**src/rtl/debounce_pkg.sv**
```systemverilog
// Shared definitions for the push-button debouncer: per-channel state
// encoding and the stability count for the 100 MHz board clock.
package debounce_pkg;

  typedef enum logic [1:0] {
    LOW_STABLE  = 2'd0,
    RISE_WAIT   = 2'd1,
    HIGH_STABLE = 2'd2,
    FALL_WAIT   = 2'd3
  } db_state_e;

  // 10 ms of stability at 100 MHz
  localparam int unsigned CNT_MAX_DEFAULT = 1_000_000;

endpackage

```
**src/rtl/debounce_channel.sv**
```systemverilog
// One debouncer channel: two-flop synchroniser, stability FSM with a
// saturating qualification counter, and registered level/pulse outputs.
//
// state       | meaning
// ------------+------------------------------------------------------
// LOW_STABLE  | accepted level 0, waiting for s2 to go high
// RISE_WAIT   | s2 high, counting stable cycles before accepting 1
// HIGH_STABLE | accepted level 1, waiting for s2 to go low
// FALL_WAIT   | s2 low, counting stable cycles before accepting 0
module debounce_channel
  import debounce_pkg::*;
#(
  parameter int unsigned CNT_MAX = CNT_MAX_DEFAULT,
  parameter int unsigned CW      = $clog2(CNT_MAX + 1)
) (
  input  logic clk,
  input  logic reset,
  input  logic btn_in,
  output logic btn_db,
  output logic press,
  output logic release_pulse
);

  localparam logic [CW-1:0] CNT_TC  = CW'(CNT_MAX);
  localparam logic [CW-1:0] CNT_ONE = CW'(1);

  logic            s1_q, s2_q;
  db_state_e       state_q, state_d;
  logic [CW-1:0]   cnt_q, cnt_d;
  logic            db_q, db_d;
  logic            press_q, press_d;
  logic            rel_q, rel_d;

  always_ff @(posedge clk or posedge reset) begin
    if (reset) begin
      s1_q <= 1'b0;
      s2_q <= 1'b0;
    end else begin
      s1_q <= btn_in;
      s2_q <= s1_q;
    end
  end

  always_ff @(posedge clk or posedge reset) begin
    if (reset) begin
      state_q <= LOW_STABLE;
      cnt_q   <= '0;
      db_q    <= 1'b0;
      press_q <= 1'b0;
      rel_q   <= 1'b0;
    end else begin
      state_q <= state_d;
      cnt_q   <= cnt_d;
      db_q    <= db_d;
      press_q <= press_d;
      rel_q   <= rel_d;
    end
  end

  // Any sample matching the accepted level aborts a wait; a new wait restarts at 1.
  always_comb begin
    state_d = state_q;
    cnt_d   = cnt_q;
    db_d    = db_q;
    press_d = 1'b0;
    rel_d   = 1'b0;
    case (state_q)
      LOW_STABLE: begin
        if (s2_q) begin
          state_d = RISE_WAIT;
          cnt_d   = CNT_ONE;
        end
      end
      RISE_WAIT: begin
        if (!s2_q) begin
          state_d = LOW_STABLE;
          cnt_d   = '0;
        end else if (cnt_q == CNT_TC) begin
          state_d = HIGH_STABLE;
          db_d    = 1'b1;
          press_d = 1'b1;
          cnt_d   = '0;
        end else begin
          cnt_d = cnt_q + CNT_ONE;
        end
      end
      HIGH_STABLE: begin
        if (!s2_q) begin
          state_d = FALL_WAIT;
          cnt_d   = CNT_ONE;
        end
      end
      FALL_WAIT: begin
        if (s2_q) begin
          state_d = HIGH_STABLE;
          cnt_d   = '0;
        end else if (cnt_q == CNT_TC) begin
          state_d = LOW_STABLE;
          db_d    = 1'b0;
          rel_d   = 1'b1;
          cnt_d   = '0;
        end else begin
          cnt_d = cnt_q + CNT_ONE;
        end
      end
      default: begin
        state_d = LOW_STABLE;
        cnt_d   = '0;
        db_d    = 1'b0;
      end
    endcase
  end

  assign btn_db        = db_q;
  assign press         = press_q;
  assign release_pulse = rel_q;

endmodule

```
**src/rtl/button_debouncer.sv**
```systemverilog
// Multi-channel push-button debouncer; each channel is an independent
// debounce_channel producing a clean level plus press/release pulses.
module button_debouncer
  import debounce_pkg::*;
#(
  parameter int unsigned N       = 4,
  parameter int unsigned CNT_MAX = CNT_MAX_DEFAULT,
  parameter int unsigned CW      = $clog2(CNT_MAX + 1)
) (
  input  logic         clk,
  input  logic         reset,
  input  logic [N-1:0] btn_in,
  output logic [N-1:0] btn_db,
  output logic [N-1:0] press,
  // "release" is a reserved word, hence the suffix
  output logic [N-1:0] release_pulse
);

  for (genvar i = 0; i < N; i++) begin : g_ch
    debounce_channel #(
      .CNT_MAX (CNT_MAX),
      .CW      (CW)
    ) u_ch (
      .clk           (clk),
      .reset         (reset),
      .btn_in        (btn_in[i]),
      .btn_db        (btn_db[i]),
      .press         (press[i]),
      .release_pulse (release_pulse[i])
    );
  end

endmodule

```
**config.mk**
```make
export PLATFORM = sky130hd
export DESIGN_NAME = button_debouncer
export DESIGN_NICKNAME = d
export VERILOG_FILES = /design/src/rtl/debounce_pkg.sv /design/src/rtl/debounce_channel.sv /design/src/rtl/button_debouncer.sv
export SDC_FILE = /design/constraint.sdc
export NUM_CORES = 1
export LEC_CHECK = 0
export ABC_AREA = 1
export BUFFER_PORTS_ARGS = -buffer_cell sky130_fd_sc_hd__buf_2
export CAP_MARGIN = 20
export CORE_MARGIN = 2
export CORE_UTILIZATION = 40
export CTS_CLUSTER_DIAMETER = 40
export CTS_CLUSTER_SIZE = 20
export DETAILED_ROUTE_END_ITERATION = 8
export GPL_TIMING_DRIVEN = 0
export HOLD_SLACK_MARGIN = 0.08
export SKIP_CTS_REPAIR_TIMING = 1
export SLEW_MARGIN = 10
export SYNTH_ARGS = -nofsm -noshare
export SYNTH_HDL_FRONTEND = slang
export SYNTH_SLANG_ARGS = --single-unit
```
**constraint.sdc**
```tcl
create_clock -name clk -period 6.4 [get_ports clk]
set_input_delay 0.32 -clock clk [delete_from_list [all_inputs] [get_ports clk]]
set_output_delay 0.32 -clock clk [all_outputs]
set_load 0.01 [all_outputs]
```
# Word level (Yosys, flattened, before mapping)
# Cells that the tools add are included.
[totals] register_bits=108 inputBits=6 output_inout_bits=12 elab_cells=192
[op_classes] addsub=4 eq_ne=48 n_mux=92 reduce_logical=20
[ops] op="$mux 20" n=20
[ops] op="$pmux 20 s4" n=4
[ops] op="$add 20x1->20 const B" n=4
[ops] op="$eq 20x20->1 const B" n=4
[ops] op="$mux 2" n=24
[ops] op="$mux 1" n=36
[ops] op="$ne 2x1->1 const B" n=16
[ops] op="$pmux 2 s4" n=4
[ops] op="$reduce_and 5->1" n=4
[ops] op="$eq 2x2->1 const B" n=8
[ops] op="$ne 2x2->1 const B" n=8
[ops] op="$reduce_and 4->1" n=4
[ops] op="$ne 3x1->1 const B" n=4
[ops] op="$ne 3x3->1 const B" n=4
[ops] op="$eq 2x1->1 const B" n=4
[ops] op="$logic_not 2->1" n=4
[ops] op="$pmux 1 s2" n=4
[ops] op="$reduce_and 2->1" n=4
[ops] op="$reduce_bool 2->1" n=4

# Longest topological paths before layout
[logic_depth] word_depth=4 depth_mapped=10 depth_no_buf=9

# Hierarchy
# From an unflattened synthesis, not the netlist that was laid out.
[unflattened] cells_unflattened=892 hier_area_um2=6503.7
[modules_own_cells] module="debounce_channel (g_ch[0].u_ch ...)" instances=3 cells_each=220 area_each_um2=1611.5 seq_area_each_um2=675.6
[modules_own_cells] module="debounce_channel (g_ch[3].u_ch)" instances=1 cells_each=232 area_each_um2=1669.1 seq_area_each_um2=675.6

# Worst setup path after synthesis
# No wires, ideal clock.
[synth_path] kind="reg2reg" from="reg g_ch[3].u_ch.cnt_q[0]" to="reg g_ch[3].u_ch.cnt_q[1]" setup_ps=131 arrival_ps=1397 t_required_ps=6269 setup_slack_ps=4872 stages_incl_launch_ff=11 n_path_buf=1 period_less_slack_ps=1528 cell_sequence="dfrtp_1 -> inv_1 -> ha_1 -> nand3_1 -> nor2_1 -> nand3_2 -> nand2_2 -> inv_2 -> buf_2 -> nand3_1 -> o21ai_0"
[synth_via] elab_chain_cells=4 elab_cells_between_ends=6 classes_between="add/sub: 1; eq/ne: 1; mux: 4"
[synth_rtl] element="start: declaration" line_no="debounce_channel.sv:29" source="logic [CW-1:0] cnt_q, cnt_d;"
[synth_rtl] element="start signal: assignment" line_no="debounce_channel.sv:53" source="cnt_q <= cnt_d;"
[synth_rtl] element="$add 20x1->20 / $eq 20x20->1 (equally long branches)"
[synth_rtl] element="$mux 20 *" line_no="debounce_channel.sv:78, debounce_channel.sv:97"
[synth_rtl] element="$mux 20, on equally long branches" line_no="debounce_channel.sv:94, debounce_channel.sv:75"
[synth_rtl] element="$pmux 20 s4 *" line_no="debounce_channel.sv:67" source="case (state_q)"
# Mark *: on every way between the ends. The rest lies on a longest branch, timed or not.
# A chain may end at the register's enable or synchronous reset.

# Worst setup path after layout
[layout_path] from="reg g_ch[3].u_ch.cnt_q[0]" to="reg g_ch[3].u_ch.cnt_q[4]"
# Same word-level chain as after synthesis.

==> out/qor.txt <==
Top post-synthesis cells by count = nand2_1 (211), dfrtp_1 (108), nor2_1 (107)
Post-route cell area = 6867 µm²
PortBufs = 17
CTS tree = done
Worst reg2reg endpoint = g_ch[3].u_ch.cnt_q[4]
Met2 Use GR = 27.38%
Chip Height = 128.3 µm
# clock sinks = 108
Worst Path Arrival = 2.07 ns
Worst hold endpoint = g_ch[0].u_ch.s2_q
GRT Util Overall = 16.65%
Worst clock skew = 0.007071 ns
Worst Hold Depth = 0
DP HPWL = 9.180 mm
Number of synthesized flops with an enable pin = 0
Origin of the worst setup path = g_ch[3].u_ch.cnt_q[0]
Layout cells sized above 1 = 11.27%
Top cell type by total area after synthesis = dfrtp_1
Final GP Congestion = 0.8127
DR pass1 iterations = 5
Grt total ovfl = 0
Post-DR wirelength/cell = 12.33 µm
Largest net degree at the start of global routing = 59
RSZ-0062 raised after global routing = no
Area grow syn2layout = 11.18%
Clock-pin slew on the worst setup and hold paths = 0.07 ns
DIE WIDTH = 128.3 µm
Post-route clock period utilization = 28.74%
Yosys cell types = 35
DRC = 0
Relative slew margins = 67.73%
Area post-placement = 6529 µm²
Post-synthesis mux area share = 0%
Antenna Nets Post-Route = 0
Inserted Diodes = 0
Number of synthesized register bits = 108
Crit end category = flip-flop
Utilization after layout = 45.34%
Synth Area in Compound Gates = 7.050%
Synth Area per Inst = 7.513 µm²
Final wirelength = 12.93 mm
Min Tclk post-route = 1.839 ns
Core Area = 15150 µm²
Worst R2R Path Depth = 10
Post-Synth XOR/XNOR Area = 4.254%
Maximum buffer depth of the clock tree = 2
Worst R2R Setup Slack = 4.56 ns
Most common cell in the netlist = nand2_1
Pin slew with the least headroom to its limit = 0.4841 ns
Site row count = 45
Top-area cell type share of the netlist area = 43.76%
Syn nets = 836
Sequential element share of the synthesized area = 43.76%
Fin. max-slew vios = 0
Global route hottest layer = met2
Setup tns final = 0 ns
Later-pin clock latency in the skew report = 0.37 ns
Iteration-0 DRC Markers = 332
Leakage power = 3.161 nW
Starting Density = 40.78%
WS Path Type = flip-flop to flip-flop
Hold crit path type = flip-flop to flip-flop
Die Footprint = 16450 µm²
Pwr Density = 244.4 nW/µm²
Post-Syn Area = 6176 µm²
Hold Startpoint = g_ch[0].u_ch.s1_q
Critical R2R Launch = g_ch[3].u_ch.cnt_q[0]
Synth Area in Adders = 1.621%
Top FF cell, synth = dfrtp_1
Synth top area cells = dfrtp_1 (44%), nand2_1 (13%), nor2_1 (6.5%), nand3_1 (6.2%), inv_1 (6.0%)
Global-route met1 utilization = 22.20%
GR Util met3 = 4.132%
Detailed-route vias per instance = 4.882
H-tree depth = 3
Post-Synthesis Cells = 822
Yosys Warn Count = 0
Vias in the first global route = 4779
First-pass GRT wire length = 22.14 mm
Vias = 5121
Pwr Total = 1.678 mW
Max-cap viol count = 0
Initial antenna violation count = 0
Synth Area in Simple Gates = 34.48%
Num CTS Buffers = 9
Layout fillers = 1521
Final Hold Fails = 0
CP startpoint kind = flip-flop
Status = finished clean
Largest family of logic cells by synthesized area = simple AND/OR/NAND/NOR gates
CP required = 6.63 ns
Worst IR Drop VDD = 0.1726 mV
Layout Nets = 870
Critical-path maximum fanout = 10
Max frequency = 0.5436 GHz
Final setup fails = 0
Async SR Flop Fraction = 100.0%
IO Pins = 18
Clock root buffer = clkbuf_16
==> metal layers <==
| metal | vias to the layer above | routed length (µm) |
|---|---|---|
| met5 | - | 0 |
| met4 | 0 | 149 |
| met3 | 11 | 342 |
| met2 | 48 | 6001 |
| met1 | 2376 | 6437 |
| li1 | 2686 | - |
==> final cells by class <==
cell class / instances / area, µm² / area share (%)
multi-input cells: 589 / 2928 / 42.64
flip-flops and latches: 108 / 2703 / 39.36
inverters: 103 / 394.1 / 5.740
clock buffers: 12 / 256.5 / 3.735
well taps: 188 / 235.2 / 3.426
repair buffers: 23 / 162.7 / 2.369
plain buffers: 22 / 156.4 / 2.278
clock inverters: 4 / 31.28 / 0.4555
==> placed cells by master (no fill, tap or decap), types with 8 or more instances in the layout <==
cell and count:
inv_1 98, buf_2 22, a21oi_1 18, ha_1 8, nand3_1 76, xor2_1 25
clkbuf_16 9, o22ai_1 14, nand3_2 11, nor2_1 107, nor3_1 14, dfrtp_1 108
o21ai_0 31, nand4_1 21, nand2_1 211, o21ai_1 12, buf_4 14, nor2_2 9
==> per-stage QoR <==
step,hold WS (ns),cells,setup WS (ns)
after floorplan,0.3312,822,3.234
after global placement,0.3316,1027,1.784
after detailed placement,0.3347,1028,4.549
after CTS,0.009654,1044,4.546
after global routing,0.3575,1049,4.382
final,0.3503,1049,4.561
==> how the worst max path moves through the flow <==
stage	to	slack [ns]
after CTS	g_ch[3].u_ch.cnt_q[4]	4.55
after global placement	g_ch[2].u_ch.cnt_q[14]	1.78
after global routing	g_ch[3].u_ch.cnt_q[13]	4.38
after detailed placement	g_ch[3].u_ch.cnt_q[4]	4.55
final	g_ch[3].u_ch.cnt_q[4]	4.56
after floorplan	async pin	3.23
==> critical path, stage by stage, from the launching register on <==
cell     delay (ns)
dfrtp_1        0.44
inv_1          0.14
ha_1           0.17
nand3_1        0.08
nor2_1         0.12
nand3_2        0.13
nand2_2        0.15
inv_2          0.10
buf_2          0.21
nand3_1        0.09
o21ai_0        0.08
==> where the power goes <==
| part | leakage [nW] | switching (mW) | total, mW | internal, mW |
|---|---|---|---|---|
| sequential | 1.47 | 0.0475 | 0.771 | 0.723 |
| clock | 0.144 | 0.268 | 0.557 | 0.289 |
| combinational | 1.55 | 0.249 | 0.350 | 0.101 |
==> kinds of logic (layout without fill, tap and decap cells) <==
| group | count (synthesis) | count (layout) |
|---|---|---|
| adder cells (fa/ha/maj) | 8 | 8 |
| AND/OR/NAND/NOR | 471 | 471 |
| XOR/XNOR | 30 | 30 |
| buffers and inverters | 125 | 164 |
| AO/OA/AOI/OAI | 80 | 80 |
| flip-flops | 108 | 108 |
==> state kept, by name, summed over array words and instances, names as in the netlist, named ones only <==
signal,count
g_ch.u_ch.btn_db,4
g_ch.u_ch.state_q,4
g_ch.u_ch.press,4
g_ch.u_ch.release_pulse,4
g_ch.u_ch.cnt_q,80
g_ch.u_ch.s1_q,4
g_ch.u_ch.s2_q,4
Note: power is estimated with default switching activity, not from simulation.
